File: src/rtl/mult8_nibble_seq_pkg.sv
// Shared definitions for the nibble-sequenced 8x8 multiplier: FSM state
// encoding, per-step accumulate shifts and the nibble width.
package mult8_nibble_seq_pkg;

    localparam int NIB_W = 4;

    // Left shift applied to each nibble product before it is accumulated.
    localparam int SH0 = 0;   // aL * bL
    localparam int SH1 = 4;   // aH * bL
    localparam int SH2 = 4;   // aL * bH
    localparam int SH3 = 8;   // aH * bH

    typedef enum logic [1:0] {
        IDLE = 2'd0,
        MUL  = 2'd1,
        DONE = 2'd2
    } state_t;

    // Map a step index onto its accumulate shift amount.
    function automatic logic [3:0] step_shift(input logic [1:0] step);
        case (step)
            2'd0:    step_shift = 4'(SH0);
            2'd1:    step_shift = 4'(SH1);
            2'd2:    step_shift = 4'(SH2);
            default: step_shift = 4'(SH3);
        endcase
    endfunction

endpackage

File: src/rtl/mult8_nibble_seq_if.sv
// Operand/result handshake bundle between a requesting datapath (master)
// and the nibble-sequenced multiplier (slave).
interface mult8_nibble_seq_if;
    import mult8_nibble_seq_pkg::*;

    logic [2*NIB_W-1:0] a;
    logic [2*NIB_W-1:0] b;
    logic               in_valid;
    logic               in_ready;
    logic [4*NIB_W-1:0] prod;
    logic               out_valid;
    logic               out_ready;
    logic               busy;

    modport master (
        output a,
        output b,
        output in_valid,
        input  in_ready,
        input  prod,
        input  out_valid,
        output out_ready,
        input  busy
    );

    modport slave (
        input  a,
        input  b,
        input  in_valid,
        output in_ready,
        output prod,
        output out_valid,
        input  out_ready,
        output busy
    );

endinterface

File: src/rtl/mult8_nibble_seq_mult4.sv
// Combinational unsigned 4x4 array multiplier: rows of AND partial products
// are folded into a running sum with ripple-carry full-adder rows.
module top_4BIT_ARRAY_MULTIPLIER (
    input  logic [3:0] a,
    input  logic [3:0] b,
    output logic [7:0] p
);

    // Array reduction: each row adds the next partial product to the upper
    // bits of the previous row; the row LSB drops out as a product bit.
    always_comb begin
        logic [4:0] row;
        logic [3:0] sum;
        logic       carry;
        logic       x;
        logic       y;
        // NOTE: every variable gets a value before any branch or loop so the
        // block stays purely combinational and no latch is inferred.
        row   = {1'b0, a & {4{b[0]}}};
        sum   = '0;
        carry = 1'b0;
        x     = 1'b0;
        y     = 1'b0;
        p     = '0;
        p[0]  = row[0];
        for (int i = 1; i < 4; i++) begin
            carry = 1'b0;
            sum   = '0;
            for (int j = 0; j < 4; j++) begin
                x      = row[j+1];
                y      = a[j] & b[i];
                sum[j] = x ^ y ^ carry;
                carry  = (x & y) | (carry & (x ^ y));
            end
            row  = {carry, sum};
            p[i] = row[0];
        end
        p[7:4] = row[4:1];
    end

endmodule

File: src/rtl/mult8_nibble_seq.sv
// Unsigned 8x8 -> 16 multiplier that reuses one 4x4 array multiplier over
// four nibble-product steps, with valid/ready handshakes on both sides.
module mult8_nibble_seq
    import mult8_nibble_seq_pkg::*;
#(
    parameter bit ZERO_SKIP = 1'b0
) (
    input logic               clk,
    input logic               rst,
    mult8_nibble_seq_if.slave bus
);

    state_t             state_q;
    state_t             state_d;
    logic [1:0]         step_q;
    logic [1:0]         step_d;
    logic [2*NIB_W-1:0] a_q;
    logic [2*NIB_W-1:0] a_d;
    logic [2*NIB_W-1:0] b_q;
    logic [2*NIB_W-1:0] b_d;
    logic [4*NIB_W-1:0] acc_q;
    logic [4*NIB_W-1:0] acc_d;

    logic [NIB_W-1:0]   mul_a;
    logic [NIB_W-1:0]   mul_b;
    logic [2*NIB_W-1:0] pp;
    logic [4*NIB_W-1:0] addend;
    logic               zero_op;

    // Nibble select: feed the shared multiplier for the current step, and
    // hold its inputs at zero outside MUL so it does not toggle.
    always_comb begin
        mul_a = '0;
        mul_b = '0;
        if (state_q == MUL) begin
            case (step_q)
                2'd0: begin
                    mul_a = a_q[NIB_W-1:0];
                    mul_b = b_q[NIB_W-1:0];
                end
                2'd1: begin
                    mul_a = a_q[2*NIB_W-1:NIB_W];
                    mul_b = b_q[NIB_W-1:0];
                end
                2'd2: begin
                    mul_a = a_q[NIB_W-1:0];
                    mul_b = b_q[2*NIB_W-1:NIB_W];
                end
                default: begin
                    mul_a = a_q[2*NIB_W-1:NIB_W];
                    mul_b = b_q[2*NIB_W-1:NIB_W];
                end
            endcase
        end
    end

    top_4BIT_ARRAY_MULTIPLIER u_mult4 (
        .a (mul_a),
        .b (mul_b),
        .p (pp)
    );

    // Nibble product placed at its weight; cannot overflow the 16-bit sum
    // because the full product never exceeds 0xFE01.
    assign addend  = {{(2*NIB_W){1'b0}}, pp} << step_shift(step_q);
    assign zero_op = ZERO_SKIP && ((bus.a == '0) || (bus.b == '0));

    // Next-state and datapath update for IDLE/MUL/DONE.
    always_comb begin
        state_d = state_q;
        step_d  = step_q;
        a_d     = a_q;
        b_d     = b_q;
        acc_d   = acc_q;
        case (state_q)
            IDLE: begin
                if (bus.in_valid) begin
                    a_d     = bus.a;
                    b_d     = bus.b;
                    acc_d   = '0;
                    step_d  = 2'd0;
                    state_d = zero_op ? DONE : MUL;
                end
            end
            MUL: begin
                acc_d  = acc_q + addend;
                step_d = step_q + 2'd1;   // wraps to 0 after step 3
                if (step_q == 2'd3) begin
                    state_d = DONE;
                end
            end
            DONE: begin
                if (bus.out_ready) begin
                    state_d = IDLE;
                end
            end
            default: begin
                state_d = IDLE;
                step_d  = 2'd0;
            end
        endcase
    end

    // State, operand and accumulator registers; reset aborts any operation.
    always_ff @(posedge clk or posedge rst) begin
        // NOTE: registers are updated with non-blocking assignments so every
        // flop samples the pre-edge values regardless of statement order.
        if (rst) begin
            state_q <= IDLE;
            step_q  <= 2'd0;
            a_q     <= '0;
            b_q     <= '0;
            acc_q   <= '0;
        end else begin
            state_q <= state_d;
            step_q  <= step_d;
            a_q     <= a_d;
            b_q     <= b_d;
            acc_q   <= acc_d;
        end
    end

    assign bus.in_ready  = (state_q == IDLE);
    assign bus.out_valid = (state_q == DONE);
    assign bus.busy      = (state_q != IDLE);
    assign bus.prod      = acc_q;

    // The result must not move while the consumer is stalling it.
    a_prod_stable: assert property (@(posedge clk) disable iff (rst)
        (bus.out_valid && !bus.out_ready) |=> (bus.out_valid && $stable(bus.prod)));

    // The step counter only advances inside MUL.
    a_step_idle: assert property (@(posedge clk) disable iff (rst)
        (state_q != MUL) |-> (step_q == 2'd0));

    // Accepting and working are mutually exclusive.
    a_ready_busy: assert property (@(posedge clk) disable iff (rst)
        !(bus.in_ready && bus.busy));

endmodule

File: src/flat_wrapper.sv
// flat-port wrapper written by rule: the top's interface ports become plain ports
module mult8_nibble_seq_flat import mult8_nibble_seq_pkg::*;
#(
    parameter bit ZERO_SKIP = 1'b0
)
  (clk, rst, bus_a, bus_b, bus_in_valid, bus_in_ready, bus_prod, bus_out_valid, bus_out_ready, bus_busy);
  mult8_nibble_seq_if bus_i ();
  input logic clk;
  input logic rst;
  input wire logic [$bits(bus_i.a)-1:0] bus_a;
  input wire logic [$bits(bus_i.b)-1:0] bus_b;
  input wire logic [$bits(bus_i.in_valid)-1:0] bus_in_valid;
  output wire logic [$bits(bus_i.in_ready)-1:0] bus_in_ready;
  output wire logic [$bits(bus_i.prod)-1:0] bus_prod;
  output wire logic [$bits(bus_i.out_valid)-1:0] bus_out_valid;
  input wire logic [$bits(bus_i.out_ready)-1:0] bus_out_ready;
  output wire logic [$bits(bus_i.busy)-1:0] bus_busy;
  assign bus_i.a = bus_a;
  assign bus_i.b = bus_b;
  assign bus_i.in_valid = bus_in_valid;
  assign bus_in_ready = bus_i.in_ready;
  assign bus_prod = bus_i.prod;
  assign bus_out_valid = bus_i.out_valid;
  assign bus_i.out_ready = bus_out_ready;
  assign bus_busy = bus_i.busy;
  mult8_nibble_seq #(.ZERO_SKIP(ZERO_SKIP)) u_core (.clk(clk), .rst(rst), .bus(bus_i));
endmodule
File: config.mk
export PLATFORM = sky130hd
export DESIGN_NAME = mult8_nibble_seq_flat
export DESIGN_NICKNAME = d
export VERILOG_FILES = /design/src/rtl/mult8_nibble_seq_pkg.sv /design/src/rtl/mult8_nibble_seq_if.sv /design/src/rtl/mult8_nibble_seq_mult4.sv /design/src/rtl/mult8_nibble_seq.sv /design/src/flat_wrapper.sv
export SDC_FILE = /design/constraint.sdc
export NUM_CORES = 1
export LEC_CHECK = 0
export BUFFER_PORTS_ARGS = -buffer_cell sky130_fd_sc_hd__buf_4
export CORE_AREA = 2 2 109 111
export CTS_BUF_LIST = sky130_fd_sc_hd__clkbuf_8
export CTS_CLUSTER_DIAMETER = 150
export DETAILED_ROUTE_END_ITERATION = 6
export DIE_AREA = 0 0 111 113
export SLEW_MARGIN = 0
export SYNTH_ARGS = -nofsm -noshare
export SYNTH_HDL_FRONTEND = slang
export SYNTH_SLANG_ARGS = --single-unit
File: constraint.sdc
create_clock -name clk -period 9.9 [get_ports clk]
set_clock_uncertainty 0.1 [all_clocks]
set_input_delay 1.98 -clock clk [delete_from_list [all_inputs] [get_ports clk]]
set_output_delay 1.98 -clock clk [all_outputs]
set_load 0.01 [all_outputs]
# Yosys cells after proc, flatten, opt, wreduce, memory -nomap -nowiden
# Index checks and enable logic that the tools add are counted.
op_classes:
  n_addsub: 2
  n_eq_ne: 8
  shifts: 1
  n_mux: 13
  bitwise: 62
  n_reduce_logical: 11
op_table:
  columns: ["operator", "count"]
  rows:
  - ["$and A1 B1 Y1", 32]
  - ["$pmux W16 S2", 1]
  - ["$xor A1 B1 Y1", 20]
  - ["$add A16 B16 Y16", 1]
  - ["$mux W16", 1]
  - ["$mux W4", 4]
  - ["$shl A8 B4 Y16", 1]
  - ["$pmux W2 S3", 2]
  - ["$mux W2", 4]
  - ["$or A1 B1 Y1", 8]
  - ["$pmux W4 S2", 1]
  - ["$eq A2 B2 Y1 const B", 3]
  - ["$reduce_and A2 Y1", 3]
  - ["$reduce_or A2 Y1", 3]
  - ["$and A4 B4 Y4", 1]
  - ["$eq A2 B1 Y1 const B", 2]
  - ["$logic_not A2 Y1", 2]
  - ["$ne A2 B2 Y1 const B", 2]
  - ["$reduce_bool A2 Y1", 2]
  - ["$reduce_and A3 Y1", 1]
  - ["$add A2 B1 Y2 const B", 1]
  - ["$ne A2 B1 Y1 const B", 1]
  - ["$not A1 Y1", 1]
word_totals:
  ff_bits: 36
  inputBits: 20
  output_inout_bits: 19
  wordCells: 102

# Longest topological paths before layout
depth:
  depth_word: 23
  ltp_mapped: 29
  mapped_depth_nobuf: 29

# Modules after synthesis
# A second synthesis with hierarchy kept.
unflattened:
  hier_cells: 320
  hier_area_um2: 2919.0
by_module_without_submodules:
  columns: ["module", "instances", "cells_each", "area_each_um2", "seq_area_each_um2"]
  rows:
  - ["mult8_nibble_seq", 1, 280, 2581.2, 900.9]
  - ["top_4BIT_ARRAY_MULTIPLIER", 1, 40, 337.8, 0.0]

# Least setup slack after synthesis
# Ideal clock, no wire load.
synth_timing:
  path_type: "flip-flop to flip-flop"
  start: "reg u_core.step_q[0]"
  end: "reg u_core.acc_q[13], in the netlist u_core.bus.prod[13]"
  setup_time_ns: 0.131
  t_arrival_ns: 5.778
  required_ns: 9.669
  setup_slack_ns: 3.891
  path_stages_with_launch: 29
  path_buffers: 0
  period_less_slack_ns: 6.009
  path_cell_list: "dfrtp_1 > inv_1 > ha_1 > nor2_2 > mux2_2 > nand2_1 > nor2_1 > ha_1 > inv_1 > fa_1 > inv_1 > fa_1 > inv_1 > fa_1 > inv_1 > fa_1 > fa_1 > inv_1 > fa_1 > inv_1 > fa_1 > mux2_2 > nor2b_1 > ha_1 > and3_1 > nand4_1 > o311a_1 > xor2_1 > o21ai_1"
synth_via:
  elab_chain_cells: 23
  word_cells_on_any_way: 75
  classes_between: "add/sub (1); eq/ne (2); shift (1); mux (6); bitwise (61); reduce/logical (4)"
synth_lines:
  columns: ["element", "line", "source"]
  rows:
  - ["start, declared", "mult8_nibble_seq.sv:15", "logic [1:0] step_q;"]
  - ["start signal, assigned", "mult8_nibble_seq.sv:116", "step_q <= step_d;"]
  - ["$eq A2 B2 Y1 (tied with other cells)", "mult8_nibble_seq_pkg.sv:21, mult8_nibble_seq.sv:36", null]
  - ["$reduce_or A2 Y1 (no source line)", null, null]
  - ["$mux W4", "mult8_nibble_seq.sv:36", "case (step_q)"]
  - ["$mux W4", "mult8_nibble_seq.sv:35", "if (state_q == MUL) begin"]
  - ["$and A4 B4 Y4 or $and A1 B1 Y1 (tied branches)", "mult8_nibble_seq_mult4.sv:19, mult8_nibble_seq_mult4.sv:31", null]
  - ["$and A1 B1 Y1 or $xor A1 B1 Y1 (tied branches)", "mult8_nibble_seq_mult4.sv:33, mult8_nibble_seq_mult4.sv:32", null]
  - ["$and A1 B1 Y1", "mult8_nibble_seq_mult4.sv:33", "carry = (x & y) | (carry & (x ^ y));"]
  - ["$or A1 B1 Y1", "mult8_nibble_seq_mult4.sv:33", null]
  - ["(+7 left out)", null, null]
  - ["$or A1 B1 Y1 or $xor A1 B1 Y1 (tied branches)", "mult8_nibble_seq_mult4.sv:33, mult8_nibble_seq_mult4.sv:32", null]
  - ["$and A1 B1 Y1", "mult8_nibble_seq_mult4.sv:33", null]
  - ["$or A1 B1 Y1", "mult8_nibble_seq_mult4.sv:33", null]
  - ["$and A1 B1 Y1", "mult8_nibble_seq_mult4.sv:33", null]
  - ["$or A1 B1 Y1", "mult8_nibble_seq_mult4.sv:33", null]
  - ["$shl A8 B4 Y16 *", "mult8_nibble_seq.sv:65", "assign addend = {{(2*NIB_W){1'b0}}, pp} << step_shift(step_q);"]
  - ["$add A16 B16 Y16 *", "mult8_nibble_seq.sv:86", "acc_d = acc_q + addend;"]
  - ["$pmux W16 S2 *", "mult8_nibble_seq.sv:75", "case (state_q)"]
  - ["end signal, assigned", "mult8_nibble_seq.sv:113", "acc_q <= '0;"]
  - ["end signal, assigned", "mult8_nibble_seq.sv:119", "acc_q <= acc_d;"]
  - ["end, declared", "mult8_nibble_seq.sv:21", "logic [4*NIB_W-1:0] acc_q;"]
# Mark *: on every way between the ends. The rest lies on a longest branch, timed or not.
# A chain may end at the register's enable or synchronous reset.

# Worst setup path in the final report
layout_timing:
  start: "reg u_core.step_q[0]"
  end: "reg u_core.acc_q[11], in the netlist u_core.bus.prod[11]"
# Same word-level chain as after synthesis.

==> metrics.md <==
| Metric | Value |
|---|---|
| Setup TNS | 0 ns |
| Critical Path RT | between 9 and 10 ns |
| Tmin final | around 6.7 ns |
| RR Endpoint | u_core.bus.prod[11] |
| Pleak | roughly 1.6 nW |
| Post-synth top cells | nand2_1, dfrtp_1, ha_1, nor2_1, inv_1 |
| Period utilization | 67.9% |
| Synth warn | 0 |
| CP Data Arrival Time | 6.77 ns |
| Drt wl/cell | around 13 um |
| Grt total ovfl | 0 |
| Final hold vios | 0 |
| Core area | ~0.011 mm^2 |
| WHS | 0.379 ns |
| Worst Hold Class | register to register |
| Vias in the first global route | between 2,000 and 2,500 |
| WS Path Type | register to register |
| Number of detailed-route iterations in the first pass | 4 |
| Share of the synthesized area in the top cell type | 32.4% |
| Most common cell in the netlist | nand2_1 |
| Starting density of the core | approximately a quarter |
| Hold path cells | 2 |
| Synth Register Bits | 36 |
| Seq/Total Area, Yosys | 32.4% |
| Initial antenna violation count | 0 |
| Adder-Cell Fraction of Synth Area | between 10% and 20% |
| Worst slew margin | just under 60% |
| Setup crit start kind | register |
| Post-Synth Simple-Gate Area | 25.1% |
| WHS Endpoint | u_core.b_q[5] |
| Critical Path Fanout Max | 5 |
| CP max stage delay | about 0.47 ns |
| Async S/R FF share, synth | 100% |
| Status | finished clean |
| Largest net degree at the start of global routing | 38 |
| Dpl hpwl | between 5000 and 6000 um |
| Drt drc | 0 |
| Synth Area in Compound Gates | about an eighth |
| End-of-flow core utilization | 29.4% |
| P&R area growth vs syn | 19.2% |
| Drt initial violations | 88 |
| RSZ-0062 raised after global routing | false |
| Total number of vias | between 2,000 and 2,500 |
| H-Tree Depth | 2 |
| Global-route wire length before repair | 11,400 um |
| Top FF cell, synth | dfrtp_1 |
| Nets | 419 |
| Synth Instances | roughly 330 |
| CTS clk-pin slew, worst paths | about 0.08 ns |
| Crit path max-delay cell type | fa_1 |
| Post-Place Cells | between 500 and 600 |
| Post-cts resize count | 0 |
| Input/output buffers | 38 |
| Ant diodes | 0 |
| Worst vdd ir | between 0.1 and 0.15 mV |
| Drt total wl | approximately 6600 um |
| PwrDens | 292 mW/mm^2 |
| Sink Count | 36 |
| TritonCTS clock tree | done |
| Synthesized area | 0.00278 mm^2 |
| CTS Hold Bufs | 0 |
| Root Buffer | clkbuf_8 |
| Max-cap violation count | 0 |
| Layout cells sized above 1 | between 10% and 20% |
| Die X | 111 um |
| Distinct cells, synth | just over 50 |
| Post-Syn Nets | approximately 380 |
| Crit. End Element | register |
| Synth area leader | dfrtp_1 |
| Die ar. | about 0.013 mm^2 |
| R2R Setup Slk | around 3.2 ns |
| Max clock buf depth | 2 |
| Clk_lat worst skew | slightly below 0.3 ns |
| Reg-to-Reg Start | u_core.step_q[0] |
| Largest family of logic cells by synthesized area | simple AND/OR/NAND/NOR gates |
| Layout Cells excl Fill | approximately 510 |
| Final setup violation count | 0 |
| TritonCTS buffer count | 5 |
| # IOs | 39 |
| GRT Resource Usage Total | roughly 11% |
| Worst r2r path cells | 29 |
| Hold Startpoint | u_core.b_q[5] |
| Number of synthesized flops with an enable pin | 0 |
| DR vias/cell | 4.45 |
| Number of setup buffers added after CTS | 0 |
| Worst Tran Pin Value | about 0.6 ns |
| Gpl congestion | a little under 0.9 |
| Post-synthesis xor/xnor area fraction | approximately 3.5% |
| Fillers | about 1,200 |
| Die Y | 113 um |
| Max Freq | 0.149 GHz |
| Row count | 39 |
| Remaining antenna violation count | 0 |
| Mux cell area share after synthesis | around 4.4% |
| Final Max Tran Viols | 0 |
| Top post-synthesis cells by area | dfrtp_1, ha_1, nand2_1 |
| Mapped Avg Cell Area | around 8.4 um^2 |
==> where the power goes <==
group	switching [mW]	internal (mW)	total (mW)	leakage, nW
Combinational	0.350	0.234	0.584	1.11
Clock	0.0585	0.0739	0.132	0.0593
Sequential	0.0442	0.208	0.252	0.462
Total	0.453	0.516	0.969	1.63
==> metal layers <==
layer | track usage (%) | share of wire, % | wire length, um
met2 | 18.2 | 45 | 2990
met3 | 2.57 | 4.4 | 289
met5 | 0 | 0 | 0
met1 | 15.1 | 50 | 3320
met4 | 1.50 | 0.36 | 24
==> state kept, by name, indices dropped and copies added, names as in the netlist <==
| register | count |
|---|---|
| u_core.bus.prod | 16 |
| u_core.step_q | 2 |
| u_core.b_q | 8 |
| u_core.state_q | 2 |
| u_core.a_q | 8 |
==> cell families (layout without fill, tap and decap cells) <==
family          Yosys count  in the layout
simple gates            151            151
xor+xnor                 11             11
flops                    36             36
buf+inv                  33             69
mux                      12             12
fa+ha+maj                32             32
compound gates           57             57
==> stage by stage <==
step,instance area (um^2),power (mW),setup slack (ns)
6_report,3310,0.969,3.18
4_1_cts,3310,0.981,3.24
5_1_grt,3310,1.07,2.78
2_1_floorplan,2780,0.686,3.89
3_5_place_dp,3210,0.844,3.28
3_3_place_gp,3210,0.831,3.37
==> placed cells by master, fill, tap and decap left out, types with 2 or more instances in the layout <==
cell type   n
nand2b_1    7
clkbuf_8    5
inv_1      21
a22o_1      5
or3_1       5
mux2_2      2
o21ai_0    14
and3_1      3
and2_1      4
fa_1        9
dfrtp_1    36
o21ai_1     2
a31oi_1     2
nor2_2      2
nor2b_1     6
xor2_1      5
ha_1       23
nand2_1    74
nor2_1     22
xnor2_1     6
buf_4      40
nand4_1     3
o21ai_2     2
o31ai_1     2
mux2i_1    10
a21oi_1    18
nand3_1    16
==> cell type report <==
| cell class | count | area, um^2 | share of cell area, % |
|---|---|---|---|
| Timing Repair Buffer | 40 | 300 | 9.06 |
| Multi-Input combinational cell | 263 | 1750 | 52.7 |
| Inverter | 21 | 78.8 | 2.38 |
| Clock buffer | 5 | 68.8 | 2.08 |
| Sequential cell | 36 | 901 | 27.2 |
| Clock inverter | 3 | 38.8 | 1.17 |
| Tap cell | 143 | 179 | 5.40 |
==> worst max-delay path, delay by kind of cell, from the launching register on <==
family / cells / cell delay (ns)
xor+xnor: 1 / 0.15
simple gates: 4 / 0.54
fa+ha+maj: 10 / 3.33
flops: 1 / 0.42
compound gates: 5 / 0.99
mux: 2 / 0.60
buf+inv: 7 / 0.45
==> worst max path at each step <==
| stage | from | to | slack (ns) | depth (start not counted) |
|---|---|---|---|---|
| 6_report | u_core.step_q[0] | u_core.bus.prod[11] | 3.18 | 29 |
| 5_1_grt | u_core.step_q[0] | u_core.bus.prod[11] | 2.78 | 29 |
| 4_1_cts | u_core.step_q[0] | u_core.bus.prod[11] | 3.24 | 29 |
| 3_5_place_dp | u_core.step_q[0] | u_core.bus.prod[11] | 3.28 | 29 |
| 3_3_place_gp | u_core.step_q[0] | u_core.bus.prod[15] | 3.37 | 28 |
| 2_1_floorplan | u_core.step_q[0] | u_core.bus.prod[13] | 3.89 | 28 |
Note: power is estimated with default switching activity, not from simulation.
